`src/rtl/mem_bus_pkg.sv`:
```
// mem_bus_pkg: shared state, constants and request record for the memory bus arbiter
package mem_bus_pkg;
  localparam int BUS_AW = 32;
  localparam int BUS_DW = 32;
  localparam logic [3:0] BE_ALL = 4'hF;
  typedef enum logic [1:0] {IDLE, INSTR, DATA} arb_state_t;
  typedef struct packed {
    logic [BUS_AW-1:0] addr;
    logic              we;
    logic [BUS_DW-1:0] wdata;
    logic [3:0]        be;
  } bus_req_t;
endpackage

```
`src/rtl/mem_bus_arbiter_if.sv`:
```
// mem_bus_arbiter_if: Avalon-style single-port memory bus
interface mem_bus_arbiter_if;
  import mem_bus_pkg::*;
  logic [BUS_AW-1:0] m_address;
  logic              m_read;
  logic              m_write;
  logic [BUS_DW-1:0] m_writedata;
  logic [3:0]        m_byteenable;
  logic [BUS_DW-1:0] m_readdata;
  logic              m_waitrequest;
  modport master (
    output m_address, m_read, m_write, m_writedata, m_byteenable,
    input  m_readdata, m_waitrequest
  );
  modport slave (
    input  m_address, m_read, m_write, m_writedata, m_byteenable,
    output m_readdata, m_waitrequest
  );
endinterface

```
`src/rtl/arb_wait_counter.sv`:
```
// arb_wait_counter: counts stalled bus cycles and flags the cycle that reaches MAX_WAIT (0 = never)
module arb_wait_counter #(
  parameter int MAX_WAIT = 0
) (
  input  logic clk,
  input  logic reset,
  input  logic clear,
  input  logic enable,
  output logic expired
);
  logic [15:0] cnt;
  always_ff @(posedge clk or negedge reset)
    if (!reset) cnt <= '0;
    else if (clear) cnt <= '0;
    else if (enable) cnt <= cnt + 16'd1;
  assign expired = MAX_WAIT != 0 && enable && cnt == 16'(MAX_WAIT - 1);
endmodule

```
`src/rtl/mem_bus_arbiter.sv`:
```
// mem_bus_arbiter: shares one Avalon-style memory bus between the instruction and data ports.
// Define ARB_ALIGN_CHECK_EN to reject word-misaligned requests with a misaligned pulse.
module mem_bus_arbiter
  import mem_bus_pkg::*;
#(
  parameter bit DATA_PRIORITY = 1'b1,
  parameter int MAX_WAIT      = 0
) (
  input  logic              clk,
  input  logic              reset,
  input  logic              i_req,
  input  logic [BUS_AW-1:0] i_addr,
  output logic [BUS_DW-1:0] i_rdata,
  output logic              i_done,
  input  logic              d_req,
  input  logic              d_we,
  input  logic [BUS_AW-1:0] d_addr,
  input  logic [BUS_DW-1:0] d_wdata,
  input  logic [3:0]        d_be,
  output logic [BUS_DW-1:0] d_rdata,
  output logic              d_done,
  mem_bus_arbiter_if.master bus,
  output logic              busy,
  output logic              abort
`ifdef ARB_ALIGN_CHECK_EN
  ,
  output logic              misaligned
`endif
);
  arb_state_t state, state_nx;
  bus_req_t req_q;
  logic ir, dr, pick_i, pick_d, go, bad, ack, expired;
  // a requester whose done is showing is masked so the other side gets the next turn
  assign ir = i_req && !i_done;
  assign dr = d_req && !d_done;
  assign pick_d = dr && (DATA_PRIORITY || !ir);
  assign pick_i = ir && !pick_d;
  assign go = state == IDLE && (pick_i || pick_d);
`ifdef ARB_ALIGN_CHECK_EN
  assign bad = (pick_d ? d_addr[1:0] : i_addr[1:0]) != 2'b00;
`else
  assign bad = 1'b0;
`endif
  assign ack = state != IDLE && !bus.m_waitrequest;
  arb_wait_counter #(.MAX_WAIT(MAX_WAIT)) u_wait (
    .clk,
    .reset,
    .clear(state == IDLE),
    .enable(state != IDLE && bus.m_waitrequest),
    .expired
  );
  always_comb begin
    state_nx = state;
    if (go && !bad) state_nx = pick_d ? DATA : INSTR;
    else if (ack || expired) state_nx = IDLE;
  end
  always_ff @(posedge clk or negedge reset)
    if (!reset) state <= IDLE;
    else state <= state_nx;
  always_ff @(posedge clk or negedge reset)
    if (!reset) begin
      req_q   <= '0;
      i_rdata <= '0;
      d_rdata <= '0;
      i_done  <= 1'b0;
      d_done  <= 1'b0;
      abort   <= 1'b0;
    end else begin
      if (go && !bad) req_q <= pick_d ? {d_addr, d_we, d_wdata, d_be} : {i_addr, 1'b0, {BUS_DW{1'b0}}, BE_ALL};
      i_done <= ((ack || expired) && state == INSTR) || (go && bad && pick_i);
      d_done <= ((ack || expired) && state == DATA) || (go && bad && pick_d);
      abort  <= expired;
      if (ack && state == INSTR) i_rdata <= bus.m_readdata;
      else if (go && bad && pick_i) i_rdata <= '0;
      if (ack && state == DATA && !req_q.we) d_rdata <= bus.m_readdata;
      else if (go && bad && pick_d) d_rdata <= '0;
    end
`ifdef ARB_ALIGN_CHECK_EN
  always_ff @(posedge clk or negedge reset)
    if (!reset) misaligned <= 1'b0;
    else misaligned <= go && bad;
`endif
  assign bus.m_address    = req_q.addr;
  assign bus.m_writedata  = req_q.wdata;
  assign bus.m_byteenable = req_q.be;
  assign bus.m_read       = state == INSTR || (state == DATA && !req_q.we);
  assign bus.m_write      = state == DATA && req_q.we;
  // busy also covers the done cycle so a whole transaction reads as one busy window
  assign busy = state != IDLE || i_done || d_done;
endmodule

```
`src/flat_wrapper.sv`:
```
// flat-port wrapper written by rule: the top's interface ports become plain ports
module mem_bus_arbiter_flat import mem_bus_pkg::*;
#(
  parameter bit DATA_PRIORITY = 1'b1,
  parameter int MAX_WAIT      = 0
)
  (clk, reset, i_req, i_addr, i_rdata, i_done, d_req, d_we, d_addr, d_wdata, d_be, d_rdata, d_done, busy, abort, bus_m_address, bus_m_read, bus_m_write, bus_m_writedata, bus_m_byteenable, bus_m_readdata, bus_m_waitrequest);
  mem_bus_arbiter_if bus_i ();
  input  logic clk;
  input  logic reset;
  input  logic i_req;
  input  logic [BUS_AW-1:0] i_addr;
  output logic [BUS_DW-1:0] i_rdata;
  output logic i_done;
  input  logic d_req;
  input  logic d_we;
  input  logic [BUS_AW-1:0] d_addr;
  input  logic [BUS_DW-1:0] d_wdata;
  input  logic [3:0] d_be;
  output logic [BUS_DW-1:0] d_rdata;
  output logic d_done;
  output logic busy;
  output logic abort;
  output wire logic [$bits(bus_i.m_address)-1:0] bus_m_address;
  output wire logic [$bits(bus_i.m_read)-1:0] bus_m_read;
  output wire logic [$bits(bus_i.m_write)-1:0] bus_m_write;
  output wire logic [$bits(bus_i.m_writedata)-1:0] bus_m_writedata;
  output wire logic [$bits(bus_i.m_byteenable)-1:0] bus_m_byteenable;
  input wire logic [$bits(bus_i.m_readdata)-1:0] bus_m_readdata;
  input wire logic [$bits(bus_i.m_waitrequest)-1:0] bus_m_waitrequest;
  assign bus_m_address = bus_i.m_address;
  assign bus_m_read = bus_i.m_read;
  assign bus_m_write = bus_i.m_write;
  assign bus_m_writedata = bus_i.m_writedata;
  assign bus_m_byteenable = bus_i.m_byteenable;
  assign bus_i.m_readdata = bus_m_readdata;
  assign bus_i.m_waitrequest = bus_m_waitrequest;
  mem_bus_arbiter #(.DATA_PRIORITY(DATA_PRIORITY), .MAX_WAIT(MAX_WAIT)) u_core (.clk(clk), .reset(reset), .i_req(i_req), .i_addr(i_addr), .i_rdata(i_rdata), .i_done(i_done), .d_req(d_req), .d_we(d_we), .d_addr(d_addr), .d_wdata(d_wdata), .d_be(d_be), .d_rdata(d_rdata), .d_done(d_done), .bus(bus_i), .busy(busy), .abort(abort));
endmodule
```
`config.mk`:
```
export PLATFORM = sky130hd
export DESIGN_NAME = mem_bus_arbiter_flat
export DESIGN_NICKNAME = d
export VERILOG_FILES = /design/src/rtl/mem_bus_pkg.sv /design/src/rtl/mem_bus_arbiter_if.sv /design/src/rtl/arb_wait_counter.sv /design/src/rtl/mem_bus_arbiter.sv /design/src/flat_wrapper.sv
export SDC_FILE = /design/constraint.sdc
export NUM_CORES = 1
export LEC_CHECK = 0
export CORE_AREA = 2 2 142 102
export DETAILED_ROUTE_END_ITERATION = 6
export DIE_AREA = 0 0 144 104
export GPL_TIMING_DRIVEN = 0
export PLACE_DENSITY_LB_ADDON = 0.25
export RECOVER_POWER = 50
export SYNTH_ARGS = -nofsm -noshare
export SYNTH_HDL_FRONTEND = slang
export SYNTH_SLANG_ARGS = --single-unit
```
`constraint.sdc`:
```
create_clock -name clk -period 3.7 [get_ports clk]
set_input_delay 0.37 -clock clk [delete_from_list [all_inputs] [get_ports clk]]
set_output_delay 0.37 -clock clk [all_outputs]
set_load 0.03 [all_outputs]
```
* Yosys cells after proc, flatten, opt, wreduce, memory -nomap -nowiden *
Index checks and enable logic that the tools add are counted.

operators by class
  add/subtract/negate cells = 0
  multiply operators = 0
  divide/modulo/power cells = 0
  magnitude comparators = 0
  eq/ne operators = 2
  shift-type cells = 0
  mux-type cells = 4
  bitwise operators = 0
  reductions and logical operators = 22

operators with widths
  operator            count
  $mux 69             1
  $logic_and 1x1->1   10
  $mux 2              3
  $logic_not 1->1     5
  $logic_or 1x1->1    4
  $reduce_bool 2->1   2
  $eq 2x1->1 const B  1
  $eq 2x2->1 const B  1
  $logic_not 2->1     1

word-level totals
  bits in registers = 137
  latch bits = 0
  bits in writable memories = 0
  bits in read-only memories = 0
  bits of input ports = 138
  output and inout port bits = 138
  logic and storage cells = 37
  memories = 0

* Longest topological paths before layout *
Gate-level depths: netlist of the first run.

  word-level depth = 7
  gate-level depth with buffers = 5
  mapped depth without buffers = 3

* Cells and area by module *
From an unflattened synthesis of the first run, not the netlist that was laid out.

unflattened totals
  cells, all modules = 419
  area total of the unflattened synthesis = 6,034.5 µm²

by module, submodules not included
  module            instances  cells an instance  area each (µm²)  seq. area each (µm²)
  mem_bus_arbiter   1          417                6,023.3          3,453.3
  arb_wait_counter  1          2                  11.3             0.0

* Worst setup path before layout of the first run *
OpenSTA, ideal clock, no wires.

  path type = reg-to-reg
  start = register u_core.d_done
  end = register u_core.req_q, in the netlist u_core.bus.m_address[20]
  library setup time = 125 ps
  arrival time = 1,538 ps
  data required time = 3,575 ps
  path slack = 2,037 ps
  stages on the path, launching flop included = 6
  path buffers = 2
  period minus slack after synthesis = 1,663 ps
  cells stage by stage = dfrtp_1 > nand2b_1 > buf_6 > buf_4 > mux2_2 > mux2_4

on the way
  longest elaborated chain between the ends = 6
  elaborated cells on any way between the ends = 7
  classes of those cells = 1 x mux; 6 x reduce/logical

ends and longest elaborated chain
  what                    RTL line               RTL
  from (decl)             mem_bus_arbiter.sv:21  output logic d_done,
  from (signal assigned)  mem_bus_arbiter.sv:71  d_done <= ((ack || expired) && state == DATA) || (go && bad && pick_d);
  $logic_not 1->1 *       mem_bus_arbiter.sv:35  assign dr = d_req && !d_done;
  $logic_and 1x1->1 *     mem_bus_arbiter.sv:35
  $logic_not 1->1         mem_bus_arbiter.sv:37  assign pick_i = ir && !pick_d;
  $logic_and 1x1->1       mem_bus_arbiter.sv:37
  $logic_or 1x1->1        mem_bus_arbiter.sv:38  assign go = state == IDLE && (pick_i || pick_d);
  $logic_and 1x1->1       mem_bus_arbiter.sv:38
  to (signal assigned)    mem_bus_arbiter.sv:69  if (go && !bad) req_q <= pick_d ? {d_addr, d_we, d_wdata, d_be} : {i_addr, 1'b0, {BUS_DW{1'b0}}, BE_ALL};
  to (decl)               mem_bus_arbiter.sv:31  bus_req_t req_q;

Every way passes the cells marked *; elsewhere a longest branch is shown, timed or not.
A chain may end at the register's enable or synchronous reset.

==> out/results.md, run 1 <==
| Stage | Parameter | Value |
|---|---|---|
| grt | Overall track demand over capacity in global routing | 21.9% |
| synth | Ranking of synthesized cells by instance count | 137 x sky130_fd_sc_hd__dfrtp_1, 116 x sky130_fd_sc_hd__mux2_2, 75 x sky130_fd_sc_hd__buf_4, 33 x sky130_fd_sc_hd__a22o_1, 10 x sky130_fd_sc_hd__mux2_4 |
| sta | Maximum frequency from static timing analysis | 410 MHz |
| clocking | Clock buffer count from CTS | 17 |
| layout | Count of inserted antenna diode cells | 0 |
| synth | Part of the Yosys area used for sequential elements | 57.0% |
| setup path | Worst EP arrival | 2950 ps |
| synth | Count of flip-flops with a built-in enable after synthesis | 0 |
| die | Die Outline Area | 15,000 um^2 |
| die | Top-level port count | 276 |
| min path | Worst min-delay path class | reg -> reg |
| sta | Post-route minimum period | 2440 ps |
| setup path | Setup crit end kind | async pin |
| sta | Worst clock skew on the final layout | 5.39 ps |
| place | Weighted congestion at the end of routability-driven global placement | 0.780 |
| clocking | Number of buffers added to fix hold violations after cts | 1 |
| grt | Met3 track utilization from global routing | 11.0% |
| clocking | CTS tree | yes |
| routing | Total number of vias | 4,262 |
| grt | Pin count of the biggest net entering global routing | 103 |
| routing | Drc violations | 0 |
| synth | Most instantiated library cell after synthesis | sky130_fd_sc_hd__dfrtp_1 |
| synth | Number of warnings printed during yosys synthesis | 0 |
| place | Post-Place Setup Slack | 1600 ps |
| place | Placed cell areas | 9020 um^2 |
| place | Count of port buffers added during placement | 274 |
| synth | Post-synth top area share | 57.0% |
| layout | Area added between synthesis and finish | 58.4% |
| setup path | Dominant delay contributor by cell family on the critical path | buffers and inverters |
| status | Violations in the final reports | max-capacitance violations, max-slew violations |
| routing | Average detailed-routed wire length per instance | 17.4 um |
| sta | Final Setup Violations | 0 |
| synth | Avg Cell Area, Syn | 14.6 um^2 |
| sta | Final-report max-slew violation count | 36 |
| routing | First-pass DRT Iterations | 6 |
| layout | Layout cell share with drive strength beyond 1 | 31.7% |
| grt | First-pass GRT wire length | 24,800 um |
| power | Largest vdd supply drop | 0.696 mV |
| clocking | Reg clk slew, reported paths | 60 ps |
| die | Floorplan row count | 36 |
| die | Die width | 144 um |
| routing | Per-cell via count in the routed design | 4.68 |
| grt | Global routing usage on met1 | 25.0% |
| synth | Distinct cell type count of the synthesized netlist | 22 |
| routing | Post-Route WL | 15,800 um |
| synth | Gate count after technology mapping | 413 |
| setup path | Startpoint type of the worst setup path | input port |
| setup path | Crit path kind | in -> async |
| status | Status | finished, violations left |
| die | Effective utilization at floorplan | 44.1% |
| synth | Mapped Area | 6010 um^2 |
| routing | DR iter-0 viols | 131 |
| power | Total power after layout | 0.00927 W |
| setup path | Critical path peak fanout | 102 |
| die | Vertical die dimension | 104 um |
| layout | Filler-free cell count of the finished design | 910 |
| grt | Met2 track demand over resource in global routing | 36.7% |
| setup path | Worst path cell trace | dlygate4sd3_1 > clkbuf_1 > buf_16 |
| routing | Number of antenna-violating nets in the routed design | 0 |
| clocking | Latest clock arrival within the worst-skew pair | 410 ps |
| synth | Biggest area consumer among synthesized cells | sky130_fd_sc_hd__dfrtp_1 |
| synth | Yosys reg bits | 137 |
| clocking | # clock sinks | 137 |
| sta | Post-Route Hold Slack | 486 ps |
| clocking | Root buffer cell | sky130_fd_sc_hd__clkbuf_16 |
| layout | Fin area | 9530 um^2 |
| place | Number of cells in the design after placement | 878 |
| sta | Worst Tran Pin Value | 2090 ps |
| clocking | Number of setup buffers added after CTS | 0 |
| synth | Number of nets produced by synthesis | 551 |
| grt | Vias in the first global route | 4,670 |
| clocking | Post_cts resized | 0 |
| layout | Number of nets in the layout | 846 |
| place | HPWL reported at the end of detailed placement | 11,900 um |
| sta | Hold violation total from the final report | 0 |
| setup path | Critical path required time | 4210 ps |
| grt | Number of antenna violations at the first check in global routing | 0 |
| grt | Total gr overflow | 0 |
| sta | Normalized max-slew margin | -39.5% |
| setup path | Max stage delay cell, worst path | sky130_fd_sc_hd__clkbuf_1 |
| run | Max capacitance violation total | 1 |
| sta | Fin crit share | 65.9% |
| sta | Final worst slack | 1260 ps |
| grt | Most used routing layer | met2 |
| die | Core area | 13,600 um^2 |
| clocking | Number of buffers on the longest clock path | 2 |
| power | Power per cell area | 973 nW/um^2 |
| setup path | Buf+Inv Stages, Crit Path | 3 |
| synth | Synth top area cells | sky130_fd_sc_hd__dfrtp_1 57%, sky130_fd_sc_hd__mux2_2 22%, sky130_fd_sc_hd__buf_4 9.4%, sky130_fd_sc_hd__a22o_1 4.8%, sky130_fd_sc_hd__mux2_4 2.5% |
| synth | Flip-flop cell with the highest count after synthesis | sky130_fd_sc_hd__dfrtp_1 |
| setup path | Largest stage delay on the critical path | 1490 ps |
| synth | Share of async-settable or async-resettable flops after synthesis | 100% |
| sta | RSZ-0062 raised after global routing | no |
| power | Leakage power | 4.09 nW |
| clocking | Number of H-tree branching levels | 4 |
==> registers in the layout, indices dropped and copies added (netlist names) <==
signal                   count
u_core.d_rdata              32
u_core.state                 2
u_core.bus.m_address        32
u_core.bus.m_byteenable      4
u_core.i_done                1
u_core.bus.m_writedata      32
u_core.d_done                1
u_core.req_q                 1
u_core.i_rdata              32
==> cell type report <==
type                            instances  area [um^2]
Buffer                                 89          627
Clock buffer                           23          458
Clock inverter                          8         97.6
Fill cell                             971         4120
Inverter                                1         3.75
Multi-Input combinational cell        186         1900
Sequential cell                       137         3430
Tap cell                              190          238
Timing Repair Buffer                  276         2770
==> path summary, 6_finish.rpt <==
path	start	end	slack, ps	cells after the start
setup / recovery	reset	u_core.bus.m_address[12]	1260	3
hold reg to reg	u_core.d_rdata[6]	u_core.d_rdata[6]	490	1
hold / removal	u_core.d_rdata[6]	u_core.d_rdata[6]	490	1
setup reg to reg	u_core.state[1]	u_core.bus.m_address[29]	1330	5
min in group asynchronous	reset	u_core.d_rdata[15]	1110	2
max in group clk	d_req	u_core.bus.m_address[29]	1320	6
==> cells by family after synthesis <==
kind of cell | share of synthesized area (%)
multiplexers | 24.6
buffers and inverters | 11.0
AO/OA/AOI/OAI | 5.85
flip-flops | 57.0
AND/OR/NAND/NOR | 1.46
other | 0.0623
==> routing by layer <==
| metal | vias up | wire, um |
|---|---|---|
| li1 | 1987 | - |
| met1 | 2094 | 6210 |
| met2 | 168 | 7680 |
| met3 | 13 | 1730 |
| met4 | 0 | 174 |
| met5 | - | 0 |
==> metrics by stage <==
| step | utilization, % | setup TNS [ps] |
|---|---|---|
| 2_1_floorplan | - | 0 |
| 3_3_place_gp | 65.9 | -397570 |
| 3_5_place_dp | 66.1 | 0 |
| 4_1_cts | 70.3 | 0 |
| 5_1_grt | 69.8 | 0 |
| 6_report | 69.8 | 0 |
==> where the power goes <==
part           internal (W)  switching [W]
Combinational       0.00252        0.00253
Clock               0.00100       0.000599
Sequential          0.00222       0.000390
Total               0.00574        0.00352
==> cell usage in the layout (no fill, tap or decap) <==
cell,netlist,routed
sky130_fd_sc_hd__clkdlybuf4s50_1,0,272
sky130_fd_sc_hd__dfrtp_1,137,137
sky130_fd_sc_hd__mux2_2,116,116
sky130_fd_sc_hd__buf_4,75,73
sky130_fd_sc_hd__a22o_1,33,33
sky130_fd_sc_hd__clkbuf_1,3,17
sky130_fd_sc_hd__clkbuf_16,0,17
sky130_fd_sc_hd__mux2_1,2,6
sky130_fd_sc_hd__mux2_4,10,6
sky130_fd_sc_hd__nor2_1,4,5
sky130_fd_sc_hd__nand2_1,4,4
sky130_fd_sc_hd__o22a_1,4,4
sky130_fd_sc_hd__nand2b_1,3,3
sky130_fd_sc_hd__buf_2,6,3
sky130_fd_sc_hd__clkinvlp_4,0,3
sky130_fd_sc_hd__clkinv_2,0,3
sky130_fd_sc_hd__o21ai_0,1,2
sky130_fd_sc_hd__buf_6,5,2
sky130_fd_sc_hd__nor2b_1,2,2
sky130_fd_sc_hd__bufinv_16,0,2
sky130_fd_sc_hd__dlygate4sd3_1,0,2
sky130_fd_sc_hd__inv_1,1,1
sky130_fd_sc_hd__o21a_1,1,1
sky130_fd_sc_hd__a32o_1,1,1
sky130_fd_sc_hd__nor3_1,0,1
sky130_fd_sc_hd__nor3_2,2,1
sky130_fd_sc_hd__conb_1,1,1
sky130_fd_sc_hd__clkbuf_8,0,1
sky130_fd_sc_hd__buf_16,0,1
No activity file was read; power rests on OpenSTA's default activity.
==> run 2: changes to the inputs <==
--- a/config.mk
+++ b/config.mk
@@ -5,9 +5,9 @@
 export SDC_FILE = /design/constraint.sdc
 export NUM_CORES = 1
 export LEC_CHECK = 0
-export CORE_AREA = 2 2 142 102
+export CORE_AREA = 2 2 147 106
 export DETAILED_ROUTE_END_ITERATION = 6
-export DIE_AREA = 0 0 144 104
+export DIE_AREA = 0 0 149 108
 export GPL_TIMING_DRIVEN = 0
 export PLACE_DENSITY_LB_ADDON = 0.25
 export RECOVER_POWER = 50
==> constraint.sdc (replaced) <==
create_clock -name clk -period 2.28 [get_ports clk]
set_input_delay 0.228 -clock clk [delete_from_list [all_inputs] [get_ports clk]]
set_output_delay 0.228 -clock clk [all_outputs]
set_load 0.03 [all_outputs]
==> run 2 against run 1 <==
  * The flow still finishes with violations (max-capacitance violations, max-slew violations)
  * Via count up 0.33%
  * Global-route usage is 1.7 points lower
  * Clock skew increased by 2.8 ps
  * Final cell count up 0.44%
  * Power rose by 63%
  * Worst hold slack got worse by 81 ps
  * Register-to-register slack got worse by 1100 ps
  * Sequential power grew 62%
  * Combinational power rose by 60%
  * Sequential share of layout area down 0.34 points
  * Count of clock-buffer cells in the layout is 3 lower
==> out/results.md, run 2 (synthesis results as in run 1) <==
| Stage | Parameter | Value | vs previous |
|---|---|---|---|
| status | Status | finished, violations left |  |
| status | Violations in the final reports | max-capacitance violations, max-slew violations |  |
| die | Core area | 14,500 um^2 | +6.5% |
| routing | Per-cell via count in the routed design | 4.68 | -0.11% |
| power | Largest vdd supply drop | 1.00 mV | +44% |
| die | Effective utilization at floorplan | 41.4% | -2.7 points |
| place | HPWL reported at the end of detailed placement | 12,000 um | +0.85% |
| layout | Filler-free cell count of the finished design | 914 | +0.44% |
| place | Placed cell areas | 9030 um^2 | about the same |
| layout | Area added between synthesis and finish | 59.9% |  |
| routing | M1 wire length | 6060 um | -2.3% |
| grt | Total gr overflow | 0 | unchanged |
| sta | RSZ-0062 raised after global routing | no |  |
| setup path | Critical path required time | 2050 ps | -2160 ps |
| setup path | Worst setup path start | u_core.state[0] |  |
| layout | Most frequent standard cell in the layout excluding fill and tap cells | sky130_fd_sc_hd__clkdlybuf4s50_1 |  |
| routing | DR iter-0 viols | 147 | +12% |
| routing | Total number of vias | 4,276 | +0.33% |
| setup path | Crit path kind | reg -> out |  |
| sta | Worst clock skew on the final layout | 8.17 ps | +2.78 ps |
| layout | Fin area | 9620 um^2 | +0.96% |
| layout | Layout cell share with drive strength beyond 1 | 33.7% | +2.0 points |
| routing | Number of antenna-violating nets in the routed design | 0 | unchanged |
| setup path | Largest stage delay on the critical path | 720 ps | -770 ps |
| setup path | Worst EP arrival | 1880 ps | -1070 ps |
| layout | Count of inserted antenna diode cells | 0 | unchanged |
| clocking | CTS tree | yes |  |
| clocking | Clock buffer count from CTS | 17 | unchanged |
| clocking | # clock sinks | 137 | unchanged |
| die | Floorplan row count | 37 | +2.8% |
| clocking | Latest clock arrival within the worst-skew pair | 410 ps | about the same |
| grt | Pin count of the biggest net entering global routing | 71 | -31% |
| clocking | Reg clk slew, reported paths | 50 ps | about the same |
| grt | Overall track demand over capacity in global routing | 20.2% | -1.7 points |
| die | Vertical die dimension | 108 um | +3.8% |
| min path | Worst min-delay path class | in -> reg |  |
| routing | Drc violations | 0 | unchanged |
| setup path | Startpoint type of the worst setup path | register |  |
| routing | Uppermost layer routed | met4 |  |
| setup path | Launching point of the worst reg2reg path | u_core.state[1] |  |
| place | Number of cells in the design after placement | 883 | +0.57% |
| sta | Final-report max-slew violation count | 68 | +89% |
| clocking | Number of H-tree branching levels | 4 | unchanged |
| grt | First-pass GRT wire length | 24,700 um | -0.47% |
| clocking | Number of buffers on the longest clock path | 2 | unchanged |
| routing | Post-Route WL | 15,700 um | -0.35% |
| setup path | Critical path peak fanout | 5 | -95% |
| sta | Worst Tran Pin Value | 1710 ps | -380 ps |
| layout | Commonest cells after routing, fill and taps aside | 226 x sky130_fd_sc_hd__clkdlybuf4s50_1, 137 x sky130_fd_sc_hd__dfrtp_1, 116 x sky130_fd_sc_hd__mux2_2 |  |
| place | Weighted congestion at the end of routability-driven global placement | 0.723 | -7.3% |
| sta | Normalized max-slew margin | -14.1% | +25 points |
| power | Leakage power | 4.19 nW | +2.5% |
| grt | Number of antenna violations at the first check in global routing | 0 | unchanged |
| sta | Post-route minimum period | 2110 ps |  |
| routing | Average detailed-routed wire length per instance | 17.2 um | -0.78% |
| die | Top-level port count | 276 | unchanged |
| setup path | Setup crit end kind | output pin |  |
| sta | Final Setup Violations | 0 | unchanged |
| layout | Layout filler cell count | 1,119 | +15% |
| min path | Startpoint of the most critical hold path | d_be[1] |  |
| sta | Fin crit share | 92.6% |  |
| routing | First-pass DRT Iterations | 4 | -2 |
| run | Max capacitance violation total | 1 | unchanged |
| sta | Hold violation total from the final report | 0 | unchanged |
| place | Count of port buffers added during placement | 274 | unchanged |
| grt | Vias in the first global route | 4,654 | -0.34% |
| clocking | Root buffer cell | sky130_fd_sc_hd__clkbuf_16 |  |
| layout | Number of nets in the layout | 846 | unchanged |
| die | Die Outline Area | 16,100 um^2 | +7.5% |
| setup path | Max stage delay cell, worst path | sky130_fd_sc_hd__clkdlybuf4s50_1 |  |
| routing | Met3 wire len | 1680 um | -3.0% |
| routing | Met2 Wirelength | 7760 um | +0.99% |
| power | Power per cell area | 1570 nW/um^2 | +62% |
| die | Die width | 149 um | +3.5% |
| sta | Maximum frequency from static timing analysis | 474 MHz |  |
| setup path | Worst path cell trace | nand2b_1 > nor2_1 > clkdlybuf4s50_1 |  |
[run 2: cell count changes in the layout (fill, tap and decap cells not counted), sizes merged]
cell and delta:
dlymetal6s2s +1, clkdlybuf4s50 -46, inv +1, buf +4, dlygate4sd3 +45, clkbuf -7, bufinv +1
[run 2: layout make-up]
class | instances | area, um^2 | area share, %
clock buffers | 20 | 467 | 4.85
well taps | 195 | 244 | 2.54
flip-flops and latches | 137 | 3430 | 35.6
clock inverters | 10 | 144 | 1.50
plain buffers | 89 | 646 | 6.71
repair buffers | 276 | 2770 | 28.8
multi-input cells | 186 | 1910 | 19.9
inverters | 1 | 3.75 | 0.0390
[run 2: report_power, final]
| group | switching, W | total, W | internal [W] |
|---|---|---|---|
| sequential | 0.000608 | 0.00422 | 0.00361 |
| clock | 0.00101 | 0.00281 | 0.00180 |
| combinational | 0.00410 | 0.00810 | 0.00400 |
[run 2: routing by layer]
metal	vias up	global-route usage, %
met4	0	7.89
li1	1981	-
met5	-	0
met2	172	34.3
met3	16	9.45
met1	2107	22.1
[run 2: critical path: cells and delay by family, from the launching register on]
kind	cells	cell delay, ps
buf+inv	1	720
simple gates	2	340
flops	1	420
[run 2: worst paths after layout]
| path | slack, ps | to | depth (start not counted) |
|---|---|---|---|
| setup reg to reg | 220 | u_core.bus.m_address[30] | 5 |
| setup / recovery | 170 | bus_m_write | 3 |
| min in group asynchronous | 790 | u_core.d_rdata[25] | 2 |
| hold reg to reg | 500 | u_core.i_rdata[8] | 1 |
| hold / removal | 410 | u_core.bus.m_byteenable[1] | 2 |
| max in group asynchronous | 380 | u_core.bus.m_address[8] | 3 |
[run 2: timing repair]
action | CTS | global route
setup buffers | 0 | 0
hold buffers | 1 | 0
hold endpoints to repair | 67 | 0
setup endpoints to repair | 0 | 1
gates resized for setup | 0 | 1
[run 2: metrics by stage]
step,hold WS (ps),TNS (ps),total power [W],utilization [%],setup WS (ps)
finish,405,0,0.0151,66.2,168
global route,387,0,0.0159,66.2,45.2
CTS,382,0,0.0155,66.4,95.9
detailed placement,266,0,0.0126,62.1,268
global placement,474,-580180,0.0124,61.9,-4250
floorplan,-67.6,0,0.00936,-,617
